[src/rtl/seg_pipe_adder.sv]
// Segmented pipelined adder: one SEG_W-bit slice per stage, registered carry between stages.
// Optional subtract support via `define SEG_PIPE_ADDER_SUB_EN (adds the in_sub port).

module seg_pipe_adder_stage #(
  parameter int WIDTH = 32,
  parameter int SEG_W = 8,
  parameter int K     = 0
) (
  input  logic             clk,
  input  logic             rst_n,
  input  logic             adv,
  input  logic             vld_i,
  input  logic             c_i,
  input  logic [WIDTH-1:0] a_i,
  input  logic [WIDTH-1:0] b_i,
  input  logic [WIDTH-1:0] sum_i,
  output logic             vld_o,
  output logic             c_o,
  output logic [WIDTH-1:0] a_o,
  output logic [WIDTH-1:0] b_o,
  output logic [WIDTH-1:0] sum_o
);
  localparam int LSB = K * SEG_W;

  logic [SEG_W:0]   seg_res;
  logic             vld_d, vld_q;
  logic             c_d, c_q;
  logic [WIDTH-1:0] a_d, a_q;
  logic [WIDTH-1:0] b_d, b_q;
  logic [WIDTH-1:0] sum_d, sum_q;

  always_comb begin
    seg_res = {1'b0, a_i[LSB +: SEG_W]} + {1'b0, b_i[LSB +: SEG_W]}
            + {{SEG_W{1'b0}}, c_i};
    vld_d = vld_q;
    c_d   = c_q;
    a_d   = a_q;
    b_d   = b_q;
    sum_d = sum_q;
    if (adv) begin
      vld_d = vld_i;
      c_d   = seg_res[SEG_W];
      a_d   = a_i;
      b_d   = b_i;
      // Lower slices ride along from earlier stages; this stage fills slice K.
      sum_d = sum_i;
      sum_d[LSB +: SEG_W] = seg_res[SEG_W-1:0];
    end
  end

  always_ff @(posedge clk) begin
    if (!rst_n) begin
      vld_q <= 1'b0;
      c_q   <= 1'b0;
      a_q   <= '0;
      b_q   <= '0;
      sum_q <= '0;
    end else begin
      vld_q <= vld_d;
      c_q   <= c_d;
      a_q   <= a_d;
      b_q   <= b_d;
      sum_q <= sum_d;
    end
  end

  assign vld_o = vld_q;
  assign c_o   = c_q;
  assign a_o   = a_q;
  assign b_o   = b_q;
  assign sum_o = sum_q;
endmodule

module seg_pipe_adder #(
  parameter  int WIDTH   = 32,
  parameter  int SEG_W   = 8,
  localparam int NUM_SEG = WIDTH / SEG_W
) (
  input  logic             clk,
  input  logic             rst_n,
  input  logic             in_valid,
  output logic             in_ready,
  input  logic [WIDTH-1:0] in_a,
  input  logic [WIDTH-1:0] in_b,
  input  logic             in_cin,
`ifdef SEG_PIPE_ADDER_SUB_EN
  input  logic             in_sub,
`endif
  output logic             out_valid,
  input  logic             out_ready,
  output logic [WIDTH-1:0] out_sum,
  output logic             out_cout
);
  logic                          adv;
  logic [NUM_SEG:0]              vld_pipe;
  logic [NUM_SEG:0]              c_pipe;
  logic [NUM_SEG:0][WIDTH-1:0]   a_pipe;
  logic [NUM_SEG:0][WIDTH-1:0]   b_pipe;
  logic [NUM_SEG:0][WIDTH-1:0]   sum_pipe;
  logic                          unused_tail_ops;

  // Whole pipeline moves as one; a stalled output freezes every stage.
  assign adv      = ~out_valid | out_ready;
  assign in_ready = adv;

  assign vld_pipe[0] = in_valid;
  assign a_pipe[0]   = in_a;
  assign sum_pipe[0] = '0;
`ifdef SEG_PIPE_ADDER_SUB_EN
  // Subtract travels with the beat as the inverted operand plus forced carry-in.
  assign b_pipe[0] = in_sub ? ~in_b : in_b;
  assign c_pipe[0] = in_sub | in_cin;
`else
  assign b_pipe[0] = in_b;
  assign c_pipe[0] = in_cin;
`endif

  for (genvar k = 0; k < NUM_SEG; k++) begin : g_seg
    seg_pipe_adder_stage #(
      .WIDTH (WIDTH),
      .SEG_W (SEG_W),
      .K     (k)
    ) u_stage (
      .clk   (clk),
      .rst_n (rst_n),
      .adv   (adv),
      .vld_i (vld_pipe[k]),
      .c_i   (c_pipe[k]),
      .a_i   (a_pipe[k]),
      .b_i   (b_pipe[k]),
      .sum_i (sum_pipe[k]),
      .vld_o (vld_pipe[k+1]),
      .c_o   (c_pipe[k+1]),
      .a_o   (a_pipe[k+1]),
      .b_o   (b_pipe[k+1]),
      .sum_o (sum_pipe[k+1])
    );
  end

  // Operands leaving the last stage have no consumer; synthesis trims them.
  assign unused_tail_ops = ^{a_pipe[NUM_SEG], b_pipe[NUM_SEG]};

  assign out_valid = vld_pipe[NUM_SEG];
  assign out_sum   = sum_pipe[NUM_SEG];
  assign out_cout  = c_pipe[NUM_SEG];
endmodule

[config.mk]
export PLATFORM = sky130hd
export DESIGN_NAME = seg_pipe_adder
export DESIGN_NICKNAME = d
export VERILOG_FILES = /design/src/rtl/seg_pipe_adder.sv
export SDC_FILE = /design/constraint.sdc
export NUM_CORES = 1
export LEC_CHECK = 0
export BUFFER_PORTS_ARGS = -buffer_cell sky130_fd_sc_hd__buf_2
export CORE_ASPECT_RATIO = 1.2
export CORE_UTILIZATION = 55
export DETAILED_ROUTE_END_ITERATION = 16
export PLACE_DENSITY = 0.74
export SYNTH_ARGS = -nofsm -noshare
export SYNTH_HDL_FRONTEND = slang
export SYNTH_SLANG_ARGS = --single-unit
[constraint.sdc]
create_clock -name clk -period 2.3 [get_ports clk]
set_clock_uncertainty 0.05 [all_clocks]
set_input_delay 0 -clock clk [delete_from_list [all_inputs] [get_ports clk]]
set_output_delay 0 -clock clk [all_outputs]
set_load 0.01 [all_outputs]
==> out/results.txt <==
Setup TNS - 0 ns
Port Buffers - 103
First-pass GRT wire length - 27.1 mm
Util after Layout - 0.699
Share of cells above drive strength 1 - 0.158
Worst setup EP type - flop
Average wire per standard cell - 13.5 um
Worst r2r src - g_seg[2].u_stage.a_o[24]
Max Cap Viol - 0
Top post-synthesis cells by area - dfxtp_1 48%, nand2_1 16%, a21oi_1 12%
Hold_buf cts - 53
I/O pin count - 104
Crit path max fanout - 2
Tightest Hold Check Type - input pin to flop
Drt drc - 0
Placed Area - 8200 um^2
CTS tree - yes
Power Total - 7.04 mW
CTS sink cnt - 184
Routability cong. - 0.887
Hold path start - in_b[1]
Final worst setup slack - 0.133 ns
Vias in the first global route - 5743
Root buffer cell - clkbuf_16
Commonest non-fill, non-tap cell in the layout - nand2_1
Worst R2R Path Depth - 6
Worst-path clk slew - 0.07 ns
N_diodes - 0
Peak VDD IR - 0.000564 V
# rows - 46
Seq/Total Area, Yosys - 0.484
Peak Freq - 0.462 GHz
Largest net degree at the start of global routing - 73
Period utilization - 0.942
Leakage - 4.02 nW
Syn_area_per_cell - 8.22 um^2
Worst path arrival time - 2.44 ns
Post-CTS setup buffers - 0
Total number of vias - 6517
Fin Hold WS - 0.0171 ns
Post-synthesis sequential element count - 184
Worst Tran Pin Value - 0.450 ns
Power Density - 755 nW/um^2
Pre-antenna DRT Iters - 7
Finished Cell Area - 9330 um^2
Post-synth top area share - 0.484
Yosys top cell by area - dfxtp_1
Placed cell count - 1150
DR iter-0 viols - 423
Total Routing Usage GR - 0.243
Die area - 14300 um^2
Slew headroom - 0.700
Status - finished clean
Worst reg2reg endpoint - g_seg[3].u_stage.c_o
Area grow syn2layout - 22.7%
Final nets - 1159
Die width - 109 um
YS warnings - 0
CP startpoint kind - flop
Commonest cells after routing, fill and taps aside - 329 x nand2_1, 184 x dfxtp_1, 181 x a21oi_1
Antenna-violating nets left - 0
Die Ht - 131 um
Final setup violation count - 0
Mapped Nets - 1030
Kind of critical path - flop to flop
Final hold violations - 0
Cell variety after synth - 44
R2R setup slack - 0.13 ns
Critical Path RT - 2.57 ns
Longest Clk Path Bufs - 2
Hold path depth - 4
Max Slew Vio Count - 0
Initial antenna violation count - 0
DP HPWL - 10.8 mm
Initial core utilization - 0.570
Core area - 13400 um^2
CTS Buf Count - 17
Via density - 5.28
PostCTS Resize Cnt - 0
Clock H-tree levels - 4
Place WS - 0.170 ns
Clk_lat worst skew - 0.43 ns
Hold worst-path end - g_seg[0].u_stage.sum_o[1]
Post-synth design cell area - 7600 um^2
RSZ-0062 raised after global routing - no
Final worst path period need - 2.17 ns
Non-Filler Instances - 1235
Cell count after synthesis - 925
DRT Wirelength - 16.7 mm
Remaining global-route overflow - 0
==> Yosys cell counts (all sizes together) <==
library cell,instances
o2111ai,1
o31ai,1
o211a,3
nand3,5
o21a,2
o22ai,6
o211ai,1
nand2,329
xor2,4
o2bb2ai,4
ha,28
o21ai,16
a221oi,3
a311o,1
and3,6
a31oi,1
mux2,7
nor2b,2
a21o,13
nor3,1
buf,41
dfxtp,184
or3,2
o2111a,1
o221ai,3
clkbuf,20
fa,8
nand4,5
inv,12
nand3b,1
nor2,8
nor3b,4
nand2b,3
xnor2,10
a211oi,8
a21oi,181
==> report_power, final <==
group          switching, mW  internal [mW]  total, mW
registers             0.0972           3.36       3.46
clock network           1.24           1.67       2.91
logic                  0.347          0.325      0.671
total                   1.68           5.36       7.04
==> worst max-delay path by stage <==
stage | from | to | slack [ns] | depth (start not counted)
5_1_grt | g_seg[2].u_stage.a_o[24] | g_seg[3].u_stage.c_o | 0.03 | 6
4_1_cts | g_seg[2].u_stage.a_o[24] | g_seg[3].u_stage.c_o | 0.12 | 6
3_5_place_dp | g_seg[2].u_stage.a_o[24] | g_seg[3].u_stage.c_o | 0.17 | 6
6_report | g_seg[2].u_stage.a_o[24] | g_seg[3].u_stage.c_o | 0.13 | 6
2_1_floorplan | g_seg[1].u_stage.a_o[16] | g_seg[2].u_stage.c_o | 0.27 | 6
3_3_place_gp | g_seg[1].u_stage.a_o[16] | g_seg[2].u_stage.c_o | 0.18 | 6
==> routing by layer <==
layer / track usage / part of all wire / up-vias
li1: - / - / 3352
met1: 0.316 / 0.47 / 3036
met2: 0.402 / 0.49 / 112
met3: 0.0461 / 0.033 / 17
met4: 0.0847 / 0.013 / 0
met5: 0 / 0 / -
==> cell type report <==
class / count / area [um^2]
clock inverter: 13 / 148
multi-input combinational: 668 / 3570
inverter: 12 / 52.6
clock buffer: 19 / 453
sequential: 184 / 3680
timing repair buffer: 171 / 1210
tap: 168 / 210
fill: 1089 / 4020
==> worst max-delay path: stages (launching register included) <==
cell	delay, ns
dfxtp_1	0.33
fa_1	0.47
fa_1	0.42
a21o_1	0.21
a221oi_2	0.31
o21ai_0	0.14
o211a_1	0.13
==> kinds of logic (layout without fill, tap and decap cells) <==
group | count (synthesis) | after routing | share of synthesized area
fa+ha+maj | 36 | 36 | 0.0671
xor+xnor | 14 | 14 | 0.0161
flops | 184 | 184 | 0.484
simple gates | 366 | 366 | 0.193
buf+inv | 73 | 215 | 0.0457
mux | 7 | 7 | 0.0104
compound gates | 245 | 245 | 0.183
==> registers in the layout, indices dropped and copies added (netlist names) <==
signal / cells
g_seg.u_stage.a_o: 48
g_seg.u_stage.sum_o: 80
g_seg.u_stage.b_o: 48
g_seg.u_stage.vld_o: 4
g_seg.u_stage.c_o: 4
(Power assumes the default switching activity.)
